### config.mk
export PLATFORM = sky130hd
export DESIGN_NAME = vault_alarm_ctrl
export DESIGN_NICKNAME = d
export VERILOG_FILES = /design/src/rtl/vault_pkg.sv /design/src/rtl/vault_blinker.sv /design/src/rtl/vault_alarm_ctrl.sv
export SDC_FILE = /design/constraint.sdc
export NUM_CORES = 1
export LEC_CHECK = 0
export ABC_AREA = 1
export CORE_MARGIN = 4
export CORE_UTILIZATION = 50
export DETAILED_ROUTE_END_ITERATION = 10
export DONT_BUFFER_PORTS = 1
export GPL_ROUTABILITY_DRIVEN = 0
export HOLD_SLACK_MARGIN = 0.15
export PLACE_DENSITY = 0.69
export SYNTH_ARGS = -nofsm -noshare
export SYNTH_HDL_FRONTEND = slang
export SYNTH_SLANG_ARGS = --single-unit
export TNS_END_PERCENT = 50
### constraint.sdc
create_clock -name clk_2 -period 4.11 [get_ports clk_2]
set_input_delay 0.6165 -clock clk_2 [delete_from_list [all_inputs] [get_ports clk_2]]
set_output_delay 0.6165 -clock clk_2 [all_outputs]
set_load 0.01 [all_outputs]
### src/rtl/vault_pkg.sv
// ----------------------------------------------------------------------------
// vault_pkg
//   Shared types and defaults for the vault alarm controller.
//   - vault_state_t : encoded FSM state, also exported on the LCD debug port
//   - DEF_*         : default parameter values for the controller and blinker
//   - timer_width() : width of the grace timer for a given delay (min 1 bit)
// ----------------------------------------------------------------------------
package vault_pkg;

    typedef enum logic [1:0] {
        IDLE      = 2'd0,
        PRE_ALARM = 2'd1,
        ALARM     = 2'd2
    } vault_state_t;

    localparam int unsigned DEF_NDOORS      = 4;
    localparam int unsigned DEF_DELAY_TICKS = 5;
    localparam int unsigned DEF_BLINK_TICKS = 2;
    localparam int unsigned DEF_EVW         = 8;

    // Enough bits to hold DELAY_TICKS; a zero delay still gets a 1-bit port.
    function automatic int unsigned timer_width(input int unsigned delay);
        int unsigned w;
        w = $clog2(delay + 1);
        if (w < 1) begin
            w = 1;
        end
        return w;
    endfunction

endpackage

### src/rtl/vault_blinker.sv
// ----------------------------------------------------------------------------
// vault_blinker
//   Siren square-wave generator. Starts high on 'start', then toggles every
//   BLINK_TICKS cycles while 'run' is held. With neither asserted the output
//   and counter are held at zero.
//
// Ports:
//   clk_2   in   system clock, rising edge
//   reset   in   synchronous, active-high reset
//   start   in   restart: output forced to 1, counter to 0
//   run     in   keep blinking (counter advances, toggles on wrap)
//   toggle  out  registered blink output
// ----------------------------------------------------------------------------
module vault_blinker
    import vault_pkg::*;
#(
    parameter int unsigned BLINK_TICKS = DEF_BLINK_TICKS
) (
    input  logic clk_2,
    input  logic reset,
    input  logic start,
    input  logic run,
    output logic toggle
);

    localparam int unsigned CW = (BLINK_TICKS > 1) ? $clog2(BLINK_TICKS) : 1;
    localparam logic [CW-1:0] LAST = CW'(BLINK_TICKS - 1);

    logic [CW-1:0] count;

    always_ff @(posedge clk_2) begin
        if (reset) begin
            count  <= '0;
            toggle <= 1'b0;
        end else if (start) begin
            count  <= '0;
            toggle <= 1'b1;
        end else if (run) begin
            if (count == LAST) begin
                count  <= '0;
                toggle <= ~toggle;
            end else begin
                count <= count + 1'b1;
            end
        end else begin
            count  <= '0;
            toggle <= 1'b0;
        end
    end

endmodule

### src/rtl/vault_alarm_ctrl.sv
// ----------------------------------------------------------------------------
// vault_alarm_ctrl
//   Clocked bank-vault alarm. A door that is open outside business hours (or
//   at any time during lockdown) is a violation. Violations start a grace
//   period (PRE_ALARM); if the door is still open when it runs out, or if
//   lockdown is active, the alarm latches (ALARM) until the operator acks
//   with all doors closed.
//
// Ports:
//   clk_2           in   system clock, rising edge
//   reset           in   synchronous, active-high reset (highest priority)
//   door_open       in   [NDOORS] 1 = door i open
//   business_hours  in   1 = time lock released
//   lockdown        in   1 = emergency lockdown, no grace period
//   ack             in   operator acknowledge, level-sampled
//   alarm           out  registered, 1 in ALARM
//   pre_alarm       out  registered, 1 in PRE_ALARM
//   siren           out  registered blink output while in ALARM
//   cause           out  [NDOORS] sticky OR of violating doors in ALARM
//   timer           out  [TW] remaining grace count
//   event_count     out  [EVW] saturating count of ALARM entries
//   state           out  [2] encoded FSM state
// ----------------------------------------------------------------------------
module vault_alarm_ctrl
    import vault_pkg::*;
#(
    parameter int unsigned NDOORS      = DEF_NDOORS,
    parameter int unsigned DELAY_TICKS = DEF_DELAY_TICKS,
    parameter int unsigned BLINK_TICKS = DEF_BLINK_TICKS,
    parameter int unsigned EVW         = DEF_EVW,
    localparam int unsigned TW         = timer_width(DELAY_TICKS)
) (
    input  logic              clk_2,
    input  logic              reset,
    input  logic [NDOORS-1:0] door_open,
    input  logic              business_hours,
    input  logic              lockdown,
    input  logic              ack,
    output logic              alarm,
    output logic              pre_alarm,
    output logic              siren,
    output logic [NDOORS-1:0] cause,
    output logic [TW-1:0]     timer,
    output logic [EVW-1:0]    event_count,
    output logic [1:0]        state
);

    // First PRE_ALARM value; together with the expiry edge this gives
    // DELAY_TICKS+1 edges from the first violating sample to alarm=1.
    localparam logic [TW-1:0] TIMER_LOAD = TW'((DELAY_TICKS > 0) ? DELAY_TICKS - 1 : 0);
    localparam bit NO_GRACE = (DELAY_TICKS == 0);

    vault_state_t      state_q;
    vault_state_t      state_d;
    logic [NDOORS-1:0] viol;
    logic              any_viol;
    logic              enter_alarm;
    logic              stay_alarm;

    assign viol     = door_open & {NDOORS{~business_hours | lockdown}};
    assign any_viol = |viol;

    // Next-state decode. In PRE_ALARM a closed door outranks everything,
    // so a close on the expiry cycle returns to IDLE.
    always_comb begin
        state_d = state_q;
        unique case (state_q)
            IDLE: begin
                if (any_viol) begin
                    state_d = (lockdown || NO_GRACE) ? ALARM : PRE_ALARM;
                end
            end
            PRE_ALARM: begin
                if (!any_viol) begin
                    state_d = IDLE;
                end else if (lockdown || (timer == '0)) begin
                    state_d = ALARM;
                end
            end
            ALARM: begin
                if (ack && !any_viol) begin
                    state_d = IDLE;
                end
            end
            default: state_d = IDLE;
        endcase
    end

    assign enter_alarm = (state_d == ALARM) && (state_q != ALARM);
    assign stay_alarm  = (state_d == ALARM) && (state_q == ALARM);

    always_ff @(posedge clk_2) begin
        if (reset) begin
            state_q     <= IDLE;
            alarm       <= 1'b0;
            pre_alarm   <= 1'b0;
            cause       <= '0;
            timer       <= '0;
            event_count <= '0;
        end else begin
            state_q   <= state_d;
            alarm     <= (state_d == ALARM);
            pre_alarm <= (state_d == PRE_ALARM);

            // Decrement only while staying in PRE_ALARM, which implies timer > 0.
            if ((state_q == IDLE) && (state_d == PRE_ALARM)) begin
                timer <= TIMER_LOAD;
            end else if ((state_q == PRE_ALARM) && (state_d == PRE_ALARM)) begin
                timer <= timer - 1'b1;
            end else begin
                timer <= '0;
            end

            if (enter_alarm) begin
                cause <= viol;
            end else if (stay_alarm) begin
                cause <= cause | viol;
            end else begin
                cause <= '0;
            end

            if (enter_alarm && (event_count != '1)) begin
                event_count <= event_count + 1'b1;
            end
        end
    end

    assign state = state_q;

    vault_blinker #(
        .BLINK_TICKS (BLINK_TICKS)
    ) u_blinker (
        .clk_2  (clk_2),
        .reset  (reset),
        .start  (enter_alarm),
        .run    (stay_alarm),
        .toggle (siren)
    );

endmodule
==> out/metrics.csv, run 1 <==
metric;value;unit
outcome;complete, no violations;
CTS Sinks;21;
Initial DRC Count;13;
# setup viols final;0;
crit start category;flop;
pwr dens;354;nW/um2
nets;154;
clock tree root driver cell;clkbuf_4;
port buffer count;0;
Worst Max-Slew Pin Slew;0.404;ns
number of unique standard cell types used by synthesis;23;
CP arrival;1.83;ns
Starting Density;52.2;%
Synth Cell Area;1020;um2
clk_lat worst skew;0.30;ns
worst r2r path cells;7;
post-CTS sizing;0;
sum of negative setup slack;0;ns
asr flop ratio synth;0;%
Place WS;2.49;ns
met3 Use GR;6.20;%
CP Class;flop to flop;
Max clock buf depth;2;
placed cell count;164;
max_cap viols;0;
post-detailed-routing wire length;2.08;mm
nature of the critical path endpoint;flop;
most frequent cells in the layout;nand2_1 (40), dfxtp_1 (21), inv_1 (13), a21oi_1 (13), nor2_1 (12);
synth warn;0;
post-DP HPWL;1.61;mm
Max Freq;0.611;GHz
overall routing resource usage;16.7;%
Final min period;1.64;ns
largest net degree at the start of global routing;12;
Hold Path Depth;1;
grt met1 use;19.7;%
# H-tree levels;1;
min-delay src;reset;
skew final;0.00717;ns
diode count;0;
number of iterations in the first detailed-routing pass;4;
Worst EP required;4.31;ns
WL/cell;12.4;um
predominant post-synthesis flop cell;dfxtp_1;
final hold viol count;0;
Vias/cell;5.18;
slew margin rel.;73.1;%
RR Startpoint;event_count[0]$_SDFFE_PP0P_;
I/O pin count;29;
DRC viols;0;
Worst Hold End;event_count[1]$_SDFFE_PP0P_;
final hold slack;0.365;ns
fin cells;168;
Mapped Nets;150;
Die H;53.2;um
area delta synth->final;5.50;%
GRT met2 Usage;25.9;%
worst-path maximum fanout;9;
antenna violations before repair;0;
Slew Limit Fails;0;
vias in the first global route;812;
final worst setup slack;2.47;ns
GRT overflow;0;
setup bufs post-CTS;0;
share of layout cells above drive strength 1;12.8;%
Site Rows;16;
most common cell after layout, fill and taps aside;nand2_1;
die area;2840;um2
number of nets with antenna violations after routing;0;
period utilization;39.8;%
GR peak layer;met2;
via count;870;
Seq cells post-synth;21;
total CTS buffers;3;
CORE AREA;1960;um2
clock-pin transition on the worst setup and hold timing paths;0.12;ns
sequential share of the synthesized area;41.1;%
Syn Area/Cell;7.42;um2
CTS tree;built;
Leak;0.456;nW
Filler Cell Count;218;
worst min path class;primary input to flop;
worst vdd ir;0.212;mV
EDFF count, synth;0;
wire length of the first global-routing pass;3.41;mm
Die X;53.2;um
Post-CTS Hold Fix Bufs;0;
RSZ-0062 raised after global routing;false;
reg2reg end;event_count[5]$_SDFFE_PP0P_;
Cells after Synth;138;
Reg2Reg Setup Slack;2.47;ns
==> cell type report <==
type                       instances  area (um2)  area share [%]
clock buffer                       4        26.3            2.43
inverter                          20        76.3            7.07
multi-input combinational         96         523            48.4
sequential                        21         420            38.9
tap                               27        33.8            3.13
==> registers in the layout (all words and copies together) (netlist names) <==
signal,count
cause,4
pre_alarm,1
alarm,1
timer,3
u_blinker.count,1
state,2
u_blinker.toggle,1
event_count,8
==> critical path, stage by stage (launching register included) <==
cell and delay (ns):
dfxtp_1 0.39, ha_1 0.25, nand2_1 0.11, nor2_1 0.07, a21oi_2 0.35, nand3_4 0.19, nand2_1 0.10, a21oi_1 0.06
==> cell usage after synthesis (2+ instances only) <==
master / n / share of area [%]
nand2_1: 40 / 15
dfxtp_1: 21 / 41
a21oi_1: 13 / 6.4
inv_1: 13 / 4.8
nor2_1: 12 / 4.4
nand4_1: 9 / 5.5
inv_2: 5 / 1.8
ha_1: 3 / 3.7
nand3_4: 3 / 5.1
o21ai_0: 3 / 1.5
nand2_2: 2 / 1.2
nand3_1: 2 / 0.98
o21ai_1: 2 / 0.98
==> per-layer routing <==
| layer | share of wire, % | up-vias |
|---|---|---|
| li1 | - | 455 |
| met3 | 11 | 2 |
| met2 | 45 | 35 |
| met5 | 0 | - |
| met1 | 43 | 378 |
| met4 | 1.2 | 0 |
==> power by group <==
part / internal, mW / leakage [nW] / switching [mW] / total [mW]
clock: 0.0378 / 0.0150 / 0.0602 / 0.0980
sequential: 0.215 / 0.172 / 0.0160 / 0.231
combinational: 0.0177 / 0.269 / 0.0355 / 0.0532
==> worst max-delay path by stage <==
stage | start | end | slack (ns) | cells past startpoint
floorplan | event_count[0]$_SDFFE_PP0P_ | event_count[5]$_SDFFE_PP0P_ | 2.66 | 7
global placement | lockdown | event_count[5]$_SDFFE_PP0P_ | 2.54 | 7
detailed placement | lockdown | event_count[6]$_SDFFE_PP0P_ | 2.49 | 7
CTS | event_count[0]$_SDFFE_PP0P_ | event_count[6]$_SDFFE_PP0P_ | 2.50 | 7
global route | event_count[0]$_SDFFE_PP0P_ | event_count[0]$_SDFFE_PP0P_ | 2.34 | 7
finish | event_count[0]$_SDFFE_PP0P_ | event_count[5]$_SDFFE_PP0P_ | 2.47 | 7
==> per-stage QoR <==
stage          utilization, %  area (um2)  total power, mW
4_1_cts                  55.0        1080            0.387
6_report                 55.0        1080            0.382
3_5_place_dp             53.7        1050            0.290
5_1_grt                  55.0        1080            0.409
3_3_place_gp             53.7        1050            0.288
2_1_floorplan               -        1020            0.279
==> kinds of logic (layout without fill, tap and decap cells) <==
logic type	after synthesis	in the layout	share of synthesized area (%)
AO/OA/AOI/OAI	20	20	11.5
XOR/XNOR	2	2	1.71
adder cells (fa/ha/maj)	3	3	3.67
buffers and inverters	21	24	7.82
flip-flops	21	21	41.1
AND/OR/NAND/NOR	71	71	34.2
Note: power is estimated with default switching activity, not from simulation.
==> inputs of run 2 (changes only) <==
==> constraint.sdc (replaced) <==
create_clock -name clk_2 -period 1.6 [get_ports clk_2]
set_input_delay 0.24 -clock clk_2 [delete_from_list [all_inputs] [get_ports clk_2]]
set_output_delay 0.24 -clock clk_2 [all_outputs]
set_load 0.01 [all_outputs]
==> run 2 against run 1 <==
Effect of this change:
- non-clock buffer count grew 15
- critical path type unchanged
- global-route usage is 2.7 points higher
- sequential power grew to 2.5 times the previous value
- clock power rose to 2.6 times the previous value
- core utilization rose by 9.0 points
- register-to-register slack got worse by 2.4 ns
- largest power group unchanged
- highest routed layer unchanged
- power grew to 2.7 times the previous value
- critical path depth stayed put
- routed wire length increased by 19%
==> out/metrics.csv, run 2 (synthesized netlist as in run 1, its figures left out) <==
metric;value;unit;change
outcome;complete, no violations;;
DRC viols;0;;unchanged
clock tree root driver cell;clkbuf_4;;
Final min period;1.54;ns;-0.0992 ns
RR Startpoint;timer[0]$_SDFF_PP0_;;
period utilization;96.1;%;+56 points
Max Freq;0.650;GHz;+6.5%
final hold viol count;0;;unchanged
worst vdd ir;0.510;mV;+140%
most frequent cells in the layout;nand2_1 (40), dfxtp_1 (19), nor2_1 (12), inv_1 (11), nand4_1 (9);;
vias in the first global route;964;;+19%
via count;978;;+12%
total CTS buffers;3;;unchanged
Die X;53.2;um;unchanged
final core occ;64.0;%;+9.0 points
crit path to;cause[0]$_SDFF_PP0_;;
Worst EP required;1.84;ns;-2.47 ns
diode count;0;;unchanged
CP Class;flop to flop;;
RSZ-0062 raised after global routing;true;;
worst-path maximum fanout;8;;-1
Site Rows;16;;unchanged
antenna violations before repair;0;;unchanged
sum of negative setup slack;0;ns;unchanged
number of nets with antenna violations after routing;0;;unchanged
CTS Sinks;21;;unchanged
Vias/cell;5.34;;+3.2%
die area;2840;um2;unchanged
worst r2r path cells;7;;unchanged
nets;169;;+9.7%
Top reg by flops;event_count;;
clk_lat worst skew;0.31;ns;about the same
Leak;0.538;nW;+18%
fin cells;183;;+8.9%
CP startpoint;timer[0]$_SDFF_PP0_;;
worst min path class;primary input to flop;;
number of iterations in the first detailed-routing pass;4;;unchanged
CTS tree;built;;
I/O pin count;29;;unchanged
WL/cell;13.5;um;+9.2%
Die H;53.2;um;unchanged
Starting Density;52.2;%;unchanged
most common cell after layout, fill and taps aside;nand2_1;;
wire length of the first global-routing pass;4.00;mm;+17%
CP arrival;1.77;ns;-0.06 ns
Worst Max-Slew Pin Slew;0.381;ns;-0.0226 ns
Largest register FFs;8;;unchanged
Slew Limit Fails;0;;unchanged
CORE AREA;1960;um2;unchanged
# H-tree levels;1;;unchanged
Initial DRC Count;24;;+11
biggest regs;event_count x8, cause x4, timer x3;;
Filler Cell Count;196;;-10%
# setup viols final;0;;unchanged
pwr dens;832;nW/um2;+140%
max_cap viols;0;;unchanged
overall routing resource usage;19.4;%;+2.7 points
area delta synth->final;22.7;%;
Reg2Reg Setup Slack;0.06;ns;-2.41 ns
port buffer count;0;;unchanged
reg2reg end;cause[0]$_SDFF_PP0_;;
placed cell count;171;;+4.3%
crit start category;flop;;
nature of the critical path endpoint;flop;;
Max clock buf depth;2;;unchanged
post-DP HPWL;1.79;mm;+11%
skew final;0.0138;ns;+0.00662 ns
largest net degree at the start of global routing;13;;+1
post-detailed-routing wire length;2.47;mm;+19%
GRT overflow;0;;unchanged
share of layout cells above drive strength 1;25.0;%;+12 points
slew margin rel.;74.5;%;+1.4 points
clock-pin transition on the worst setup and hold timing paths;0.12;ns;about the same
[run 2: cell count changes in the layout (fill, tap and decap cells not counted), sizes merged]
| cell | before | now |
|---|---|---|
| clkinv | 2 | 3 |
| dlygate4sd3 | 0 | 5 |
| buf | 0 | 10 |
| clkbuf | 4 | 3 |
[run 2: report_power, final]
part	switching [mW]	total [mW]	internal, mW	leakage (nW)
Clock	0.158	0.251	0.0932	0.0177
Combinational	0.123	0.210	0.0872	0.348
Sequential	0.0330	0.584	0.552	0.173
Total	0.313	1.05	0.732	0.538
[run 2: layer usage]
metal,vias up,part of all wire (%),global-route usage (%)
met1,459,39,22.7
li1,478,-,-
met5,-,0,0
met4,0,0.40,6.81
met3,2,8.0,5.35
met2,39,52,33.3
[run 2: worst min path at each step]
stage / start / end / slack [ns] / cells past startpoint
after CTS: reset / state[0]$_SDFF_PP0_ / 0.16 / 3
after global routing: reset / timer[2]$_SDFF_PP0_ / 0.15 / 3
after detailed placement: reset / event_count[4]$_SDFFE_PP0P_ / 0.31 / 1
final: reset / state[0]$_SDFF_PP0_ / 0.16 / 3
after floorplan: door_open[0] / cause[0]$_SDFF_PP0_ / 0.38 / 2
after global placement: reset / event_count[4]$_SDFFE_PP0P_ / 0.31 / 1
[run 2: layout make-up]
class | instances | area, um2 | share of cell area, %
Sequential cell | 21 | 425 | 33.9
Clock inverter | 1 | 5.00 | 0.398
Multi-Input combinational cell | 96 | 552 | 43.9
Tap cell | 27 | 33.8 | 2.69
Clock buffer | 3 | 22.5 | 1.79
Timing Repair Buffer | 15 | 141 | 11.3
Inverter | 20 | 76.3 | 6.08
[run 2: what timing repair did]
| item | 4_1_cts | 5_1_grt |
|---|---|---|
| setup endpoints to repair | 0 | 13 |
| gates resized for setup | 0 | 13 |
| buffers inserted | 0 | 3 |
| hold buffers | 5 | 0 |
| hold endpoints to repair | 12 | 0 |
[run 2: per-stage QoR]
step	worst slack (ns)	power, mW	hold slack [ns]	area [um2]
after floorplan	0.149	0.718	0.385	1020
after global placement	0.117	0.754	0.311	1110
after detailed placement	0.0487	0.763	0.313	1110
after CTS	0.00116	1.02	0.160	1180
after global routing	-0.0134	1.11	0.151	1260
final	0.0619	1.05	0.158	1260
[run 2: critical path, stage by stage (launching register included)]
cell	delay (ns)
dfxtp_4	0.38
inv_2	0.06
ha_2	0.18
nand3_2	0.11
a21boi_4	0.32
buf_12	0.15
nand3_4	0.13
a21oi_1	0.13
